`config.mk`:
```
export PLATFORM = sky130hd
export DESIGN_NAME = nullify_ctrl
export DESIGN_NICKNAME = d
export VERILOG_FILES = /design/src/rtl/nullify_ctrl_pkg.sv /design/src/rtl/nullify_ctrl_cond_eval.sv /design/src/rtl/nullify_ctrl.sv
export SDC_FILE = /design/constraint.sdc
export NUM_CORES = 1
export LEC_CHECK = 0
export ABC_AREA = 1
export BUFFER_PORTS_ARGS = -buffer_cell sky130_fd_sc_hd__buf_2
export CORE_UTILIZATION = 48
export CTS_BUF_LIST = sky130_fd_sc_hd__clkbuf_4 sky130_fd_sc_hd__clkbuf_8
export CTS_CLUSTER_SIZE = 30
export DETAILED_ROUTE_END_ITERATION = 8
export PLACE_DENSITY = 0.79
export SLEW_MARGIN = 20
export SYNTH_ARGS = -nofsm -noshare
export SYNTH_HDL_FRONTEND = slang
export SYNTH_HIERARCHICAL = 1
export SYNTH_SLANG_ARGS = --single-unit
```
`constraint.sdc`:
```
create_clock -name clk -period 1.7 [get_ports clk]
set_input_delay 0 -clock clk [delete_from_list [all_inputs] [get_ports clk]]
set_output_delay 0 -clock clk [all_outputs]
set_load 0.05 [all_outputs]
```
`src/rtl/nullify_ctrl_pkg.sv`:
```
// Shared encodings for the EX-stage condition evaluator and nullification tracker.
package nullify_ctrl_pkg;

  typedef enum logic [2:0] {
    COND_NEVER = 3'd0,
    COND_EQ    = 3'd1,
    COND_LT    = 3'd2,
    COND_LE    = 3'd3,
    COND_LTU   = 3'd4,
    COND_LEU   = 3'd5,
    COND_SV    = 3'd6,
    COND_OD    = 3'd7
  } cond_e;

  typedef enum logic {
    NS_IDLE  = 1'b0,
    NS_ARMED = 1'b1
  } ns_state_e;

endpackage

```
`src/rtl/nullify_ctrl_cond_eval.sv`:
```
// Combinational PA-RISC compare/add condition: selects a flag term by c, then applies f.
module cond_eval
  import nullify_ctrl_pkg::*;
(
  input  logic [2:0] ex_c,
  input  logic       ex_f,
  input  logic       Z,
  input  logic       N,
  input  logic       V,
  input  logic       C_B,
  input  logic       res_lsb,
  output logic       cond
);

  logic raw;

  always_comb begin
    raw = 1'b0;
    case (cond_e'(ex_c))
      COND_NEVER: raw = 1'b0;
      COND_EQ:    raw = Z;
      COND_LT:    raw = N ^ V;
      COND_LE:    raw = (N ^ V) | Z;
      COND_LTU:   raw = ~C_B;
      COND_LEU:   raw = ~C_B | Z;
      COND_SV:    raw = V;
      COND_OD:    raw = res_lsb;
      default:    raw = 1'b0;
    endcase
  end

  assign cond = raw ^ ex_f;

endmodule

```
`src/rtl/nullify_ctrl.sv`:
```
// EX-stage carry-in supply, condition evaluation, and pending-nullification tracker
// with a saturating count of killed instructions.
module nullify_ctrl
  import nullify_ctrl_pkg::*;
#(
  parameter int CNT_W = 8
) (
  input  logic             clk,
  input  logic             Reset,
  input  logic             Co,
  input  logic             use_carry,
  input  logic             ex_valid,
  input  logic             ex_is_cond,
  input  logic [2:0]       ex_c,
  input  logic             ex_f,
  input  logic             ex_n,
  input  logic             Z,
  input  logic             N,
  input  logic             V,
  input  logic             C_B,
  input  logic             res_lsb,
  input  logic             stall,
  input  logic             flush,
  input  logic             cnt_clr,
  output logic             carry_in,
  output logic             cond_true,
  output logic             ex_kill,
  output logic             armed,
  output logic [CNT_W-1:0] null_count
);

  ns_state_e state, state_nxt;
  logic      cond;
  logic      nullify_req;

  cond_eval u_cond_eval (
    .ex_c    (ex_c),
    .ex_f    (ex_f),
    .Z       (Z),
    .N       (N),
    .V       (V),
    .C_B     (C_B),
    .res_lsb (res_lsb),
    .cond    (cond)
  );

  assign carry_in  = use_carry & Co;
  assign cond_true = ex_is_cond & cond;

  // A killed instruction still drives cond_true but must never arm.
  assign nullify_req = ex_valid & ~ex_kill & ex_is_cond & ex_n & cond_true;

  always_ff @(posedge clk or negedge Reset) begin
    if (!Reset) state <= NS_IDLE;
    else        state <= state_nxt;
  end

  always_comb begin
    state_nxt = state;
    if (flush) begin
      state_nxt = NS_IDLE;
    end else if (!stall) begin
      case (state)
        NS_IDLE:  if (nullify_req) state_nxt = NS_ARMED;
        NS_ARMED: if (ex_valid)    state_nxt = NS_IDLE;
        default:  state_nxt = NS_IDLE;
      endcase
    end
  end

  always_comb begin
    armed   = (state == NS_ARMED);
    ex_kill = armed & ex_valid;
  end

  // Clear wins over everything; increments only on advancing, non-flushed kills.
  always_ff @(posedge clk or negedge Reset) begin
    if (!Reset)
      null_count <= '0;
    else if (cnt_clr)
      null_count <= '0;
    else if (!stall && !flush && ex_kill && (null_count != {CNT_W{1'b1}}))
      null_count <= null_count + 1'b1;
  end

endmodule

```
==> results of run 1 <==
layout by cell type, fill, tap and decap left out:
master         instances
o21ai_0                1
nor2_1                12
nor2_4                 1
dfrtp_1                9
nand4_1                3
o21bai_1               1
a31oi_1                1
clkinv_4               1
a21oi_1                1
or2_0                  1
inv_1                 17
o21ai_1                3
nand2_1               42
nor2_2                 2
nand2_2                1
ha_1                   1
nand2_4                3
dlygate4sd3_1          2
nand3_1               10
clkbuf_4               4
xor2_1                 1
buf_2                 30
worst max-delay path by stage:
stage	depth (start not counted)	to	slack, ps
after floorplan	6	null_count[0]	30
after global placement	9	null_count[7]	380
after detailed placement	9	null_count[6]	350
after CTS	9	null_count[1]	300
after global routing	9	null_count[1]	200
final	9	null_count[1]	320
what timing repair did:
| item | 4_1_cts | 5_1_grt |
|---|---|---|
| hold buffers | 2 | 0 |
| gates resized for setup | 0 | 0 |
| buffers inserted | 0 | 0 |
| hold endpoints to repair | 10 | 0 |
Yosys cell counts:
master / n
nor2_1: 12
o21ai_0: 1
nand2_4: 3
nand2_2: 1
a31oi_1: 1
nor2_4: 1
a21oi_1: 1
dfrtp_1: 9
nand4_1: 3
nor2_2: 2
nand3_1: 10
or2_0: 1
nand2_1: 42
clkinv_4: 1
ha_1: 1
inv_1: 17
o21ai_1: 3
o21bai_1: 1
xor2_1: 1
flip-flops by register name, indices dropped and copies added, names as in the netlist:
register / count
null_count: 8
armed: 1
layer usage:
layer	global-route usage, %	share of wire, %	vias to the layer above
met5	0	0	-
met4	10.0	2.0	0
met3	6.67	4.7	4
met2	44.0	49	21
met1	28.2	44	345
li1	-	-	417
power by group through the flow:
stage          logic (W)  clock network [W]  registers [W]
2_1_floorplan  0.0000435                  0       0.000222
3_3_place_gp   0.0000805                  0       0.000219
6_report       0.0000862           0.000192       0.000215
3_5_place_dp   0.0000833                  0       0.000220
5_1_grt        0.0000973           0.000206       0.000215
4_1_cts        0.0000869           0.000193       0.000215
logic make-up after synthesis:
logic type                 Yosys count
AOI/OAI and AO/OA                    7
xor gates and xnor gates             1
adders and majority gates            1
buffers and inverters               18
DFF                                  9
and+or+nand+nor                     75
per-stage QoR:
stage | total power (W) | hold WS [ps] | worst slack (ps) | utilization, % | instance area, um^2
after floorplan | 0.000265 | -296 | 25.5 | - | 699
after global placement | 0.000300 | -135 | 375 | 65.1 | 868
after detailed placement | 0.000303 | -133 | 346 | 65.1 | 868
after CTS | 0.000496 | 1.01 | 305 | 68.9 | 918
after global routing | 0.000519 | 30.0 | 204 | 68.9 | 918
final | 0.000494 | 1.93 | 321 | 68.9 | 918
area by class of cell:
type | instances | share of cell area [%]
inverter | 18 | 7.90
sequential | 9 | 24.5
timing repair buffer | 32 | 18.5
clock buffer | 4 | 3.27
multi-input combinational | 84 | 43.7
tap | 15 | 2.04
tightest hold or removal path, cell delays in order:
cell	delay, ps
buf_2	100
nand3_1	70
o21ai_0	70
==> flow_summary_export.csv, run 1 <==
group,metric,value,unit
outcome,status,"finished clean",
worst_setup_path,reg2reg_from,"null_count[0]",
power_and_ir_drop,p_per_area,538,nW/um^2
placement,io_buffers,30,
synthesis,synth_top_cell_area_share,32.2,%
run,maxCapViolations,0,
floorplanning,die_h,40.2,um
floorplanning,dieArea,1610,um^2
global_route,grtUsageTotal,24.9,%
worst_setup_path,startpoint,"null_count[0]",
placement,dp_hpwl,1330,um
floorplanning,coreArea,1330,um^2
cells_and_area,area_growth,31.3,%
global_route,gr-total-overflow,0,
worst_setup_path,r2r-end,"null_count[1]",
timing,fmax,725,MHz
synthesis,syn_area,699,um^2
worst_setup_path,critPathBufInv,1,
synthesis,ys_types,19,
timing,setup_viol,0,
worst_setup_path,path_max_fanout,7,
synthesis,netlist_top_cells_area,"dfrtp_1, nand2_1, inv_1",
worst_setup_path,crit_path_frequent_cell,"nand2_4",
synthesis,synthXorXnorAreaFrac,1.25,%
synthesis,synth_mux_area_share,0,%
synthesis,syn_avg_cell_area,6.30,um^2
synthesis,synth_compound_area_share,5.55,%
drt,drtIter0Drc,10,
synthesis,synthAdderAreaFrac,1.79,%
timing,drv_slew,0,
placement,dp.cells,156,
worst_setup_path,reg2regPathDepth,9,
clock_network,cts_sinks,9,
worst_setup_path,critPathMaxStageDelay,400,ps
cells_and_area,fin_cells,162,
clock_network,clk_latency,270,ps
synthesis,seq_area_frac_synth,32.2,%
synthesis,synth_top_family_by_area,"simple AND/OR/NAND/NOR gates",
synthesis,synthCells,111,
worst_setup_path,cp_top_family,"simple AND/OR/NAND/NOR gates",
clock_network,cts-root-buf,"clkbuf_4",
timing,finalHoldViolCount,0,
timing,period_needed,1380,ps
timing,min_period_over_period,81.1,%
power_and_ir_drop,pwr-share-comb,17.4,%
global_route,grt_max_degree,10,
synthesis,synth-seq-cells,9,
drt,drc,0,
worst_setup_path,path_class,"reg -> reg",
synthesis,synth.net_count,131,
synthesis,synth_simple_gate_area_share,48.8,%
clock_network,clk_pin_slew_worst_paths,70,ps
power_and_ir_drop,switching_power,0.000140,W
timing,rsz0062_at_grt,"no",
floorplanning,start_util,52.4,%
clock_network,cts_buffers,3,
power_and_ir_drop,p_int,0.000355,W
placement,gp_congestion,0.821,
worst_setup_path,path_cells,"ha_1 -> nand2_2 -> nor2_4 -> nand2_4 -> nand2_4 -> nand2_4 -> clkinv_4 -> nand2_1 -> nand2_1",
worst_setup_path,cp-start-kind,"flip-flop",
clock_network,clockBufferDepth,2,
worst_setup_path,slowest_stage,"dfrtp_1",
floorplanning,die_x,40.2,um
drt,via_per_inst,4.86,
drt,avgRoutedWirePerCell,10.5,um
cells_and_area,seq_area,225,um^2
worst_setup_path,r2r_slack,320,ps
global_route,grt_pass1_wl,2580,um
power_and_ir_drop,leakage,0.547,nW
min_path,min_to,"armed",
drt,vias,787,
drt,drt_wl_total,1700,um
power_and_ir_drop,clockPowerShare,39.0,%
synthesis,yosysTopAreaCell,"dfrtp_1",
global_route,grt_pass1_vias,655,
floorplanning,rows,13,
drt,ant_nets,0,
min_path,min_path_type,"in -> reg",
floorplanning,io_pins,31,
timing,slew_headroom,81.8,%
min_path,hp-start,"stall",
timing,final.setup_skew,5.12,ps
worst_setup_path,cp.required,1850,ps
worst_setup_path,end_kind,"flip-flop",
timing,timing.setup.tns,0,ps
cells_and_area,drive_gt1_share,28.6,%
cells_and_area,multi_input_area,402,um^2
cells_and_area,diodes,0,
timing,tightest_slew,272,ps
clock_network,htreeDepth,1,
worst_setup_path,cp.arrival,1530,ps
min_path,whs_path_depth,3,
power_and_ir_drop,switching_share,28.2,%
cells_and_area,fillers,127,
power_and_ir_drop,ir_worst_vdd,0.331,mV
cells_and_area,nNetsFinal,168,
clock_network,cts_tree,"built",
drt,dr.pass1.iters,4,
power_and_ir_drop,seqPwrFrac,43.6,%
global_route,antenna_found_initial,0,
synthesis,yosysWarnings,6,
Power figures use the tool's default switching activity.
==> run 2, diff against run 1 <==
Settings changed: CORE_UTILIZATION 48 to 43, PLACE_DENSITY 0.79 to 0.75.
Clock period 1.7 ns to 1.2 ns, I/O delays scaled along.
==> flow_summary_export.csv, run 2 (synthesis gave the netlist of run 1 again) <==
group,metric,value,unit
floorplanning,die_x,42.3,um
timing,slew_headroom,77.0,%
min_path,min_path_type,"in -> reg",
timing,final.setup_skew,2.42,ps
timing,period_needed,1240,ps
power_and_ir_drop,p_int,0.000505,W
global_route,antenna_found_initial,0,
timing,tightest_slew,345,ps
power_and_ir_drop,pwr-share-comb,18.4,%
floorplanning,dieArea,1790,um^2
power_and_ir_drop,p_per_area,666,nW/um^2
global_route,grt_pass1_wl,2770,um
placement,place_area,956,um^2
timing,whs,10.2,ps
timing,finalHoldViolCount,0,
clock_network,clk_pin_slew_worst_paths,60,ps
min_path,min_to,"armed",
timing,setup_viol,6,
clock_network,clk_latency,260,ps
worst_setup_path,reg2regPathDepth,9,
drt,drtIter0Drc,12,
placement,dp.cells,164,
placement,gp_congestion,0.769,
min_path,hp-start,"stall",
global_route,grtUsageTotal,20.9,%
worst_setup_path,cp-start-kind,"flip-flop",
clock_network,cts_tree,"built",
timing,rsz0062_at_grt,"yes",
power_and_ir_drop,seqPwrFrac,44.0,%
worst_setup_path,slowest_stage,"dfrtp_2",
cells_and_area,regMostFlops,"null_count",
drt,drt_wl_total,1650,um
worst_setup_path,cp.required,1360,ps
clock_network,cts_sinks,9,
power_and_ir_drop,ir_worst_vdd,0.442,mV
cells_and_area,largest_register_ffs,8,
power_and_ir_drop,clockPowerShare,37.6,%
floorplanning,start_util,46.4,%
run,maxCapViolations,0,
power_and_ir_drop,leakage,0.581,nW
worst_setup_path,r2r-end,"null_count[2]",
drt,avgRoutedWirePerCell,9.73,um
cells_and_area,final_cell_area,1040,um^2
power_and_ir_drop,switching_power,0.000189,W
global_route,grt_max_degree,10,
worst_setup_path,critPathMaxStageDelay,430,ps
cells_and_area,fillers,128,
floorplanning,rows,14,
cells_and_area,drive_gt1_share,42.9,%
cells_and_area,area_growth,49.0,%
drt,ant_nets,0,
floorplanning,coreArea,1510,um^2
min_path,whs_path_depth,3,
drt,drc,0,
worst_setup_path,crit_path_frequent_cell,"nand2_4",
global_route,gr-total-overflow,0,
worst_setup_path,path_cells,"ha_4 -> nand2_4 -> nor2_4 -> nand2_4 -> nand2_4 -> nand2_8 -> clkinv_8 -> nand2_1 -> nand2_1",
floorplanning,die_h,42.3,um
worst_setup_path,path_max_fanout,7,
outcome,status,"finished, violations left",
timing,drv_slew,0,
worst_setup_path,cp_top_family,"simple AND/OR/NAND/NOR gates",
placement,dp_hpwl,1350,um
clock_network,clockBufferDepth,2,
timing,timing.setup.tns,-215,ps
placement,io_buffers,30,
clock_network,cts-root-buf,"clkbuf_4",
clock_network,cts_setup_buffers,0,
cells_and_area,fin_cells,170,
cells_and_area,final_cell_mix,"nand2_1, buf_2, inv_1",
cells_and_area,final_common_cell,"nand2_1",
worst_setup_path,end_kind,"flip-flop",
floorplanning,io_pins,31,
worst_setup_path,path_class,"reg -> reg",
drt,dr.pass1.iters,4,
timing,min_period_over_period,103,%
cells_and_area,multi_input_area,447,um^2
placement,dpl_worst_slack,-46.6,ps
worst_setup_path,cp.arrival,1400,ps
cells_and_area,seq_area,235,um^2
drt,via_per_inst,4.82,
clock_network,cts_buffers,3,
worst_setup_path,reg2reg_from,"null_count[1]",
timing,fmax,805,MHz
worst_setup_path,critPathBufInv,1,
cells_and_area,diodes,0,
power_and_ir_drop,switching_share,27.3,%
cells_and_area,nNetsFinal,175,
clock_network,htreeDepth,1,
global_route,grt_pass1_vias,680,
worst_setup_path,r2r_slack,-40,ps
timing,worst_slack,-41.8,ps
outcome,violations,"setup timing",
drt,vias,819,
[run 2: worst max-delay path by stage]
stage | from | to | slack (ps) | cells past startpoint
final | null_count[1] | null_count[2] | -40 | 9
after global routing | null_count[1] | null_count[4] | -110 | 8
after CTS | null_count[0] | null_count[6] | -40 | 9
after detailed placement | null_count[0] | null_count[6] | -50 | 9
after global placement | null_count[0] | null_count[7] | -30 | 9
after floorplan | null_count[1] | null_count[4] | -170 | 8
[run 2: power by group through the flow]
| stage | Sequential [W] | Clock, W | Combinational (W) |
|---|---|---|---|
| floorplan | 0.000315 | 0 | 0.0000621 |
| global placement | 0.000311 | 0 | 0.000116 |
| detailed placement | 0.000311 | 0 | 0.000118 |
| CTS | 0.000305 | 0.000268 | 0.000128 |
| global route | 0.000305 | 0.000283 | 0.000144 |
| finish | 0.000305 | 0.000261 | 0.000128 |
[run 2: per-stage QoR]
| stage | power [W] | util (%) |
|---|---|---|
| 2_1_floorplan | 0.000377 | - |
| 3_3_place_gp | 0.000427 | 63.5 |
| 3_5_place_dp | 0.000429 | 63.5 |
| 4_1_cts | 0.000702 | 68.1 |
| 5_1_grt | 0.000732 | 69.2 |
| 6_report | 0.000694 | 69.2 |
[run 2: area by class of cell]
cell class                 instances  area share (%)
clock buffer                       4            2.88
tap                               16            1.92
multi-input combinational         84            42.9
timing repair buffer              39            21.7
inverter                          18            8.04
sequential                         9            22.6
[run 2: worst min-delay path, cell delays in order]
cell and delay (ps):
buf_2 100, nand3_1 70, o21ai_0 60
[run 2: layer usage]
metal | GRT usage, % | wire, um | up-vias | share of wire (%)
met5 | 0 | 0 | - | 0
met4 | 11.3 | 31 | 0 | 1.9
met3 | 5.17 | 95 | 5 | 5.7
met2 | 34.5 | 785 | 25 | 47
met1 | 24.7 | 742 | 356 | 45
li1 | - | - | 433 | -
[run 2: timing repair]
action,CTS,global route
hold buffers,2,0
endpoints found under the hold margin,10,0
setup endpoints to repair,7,8
resized for setup,3,6
pin swaps,0,2
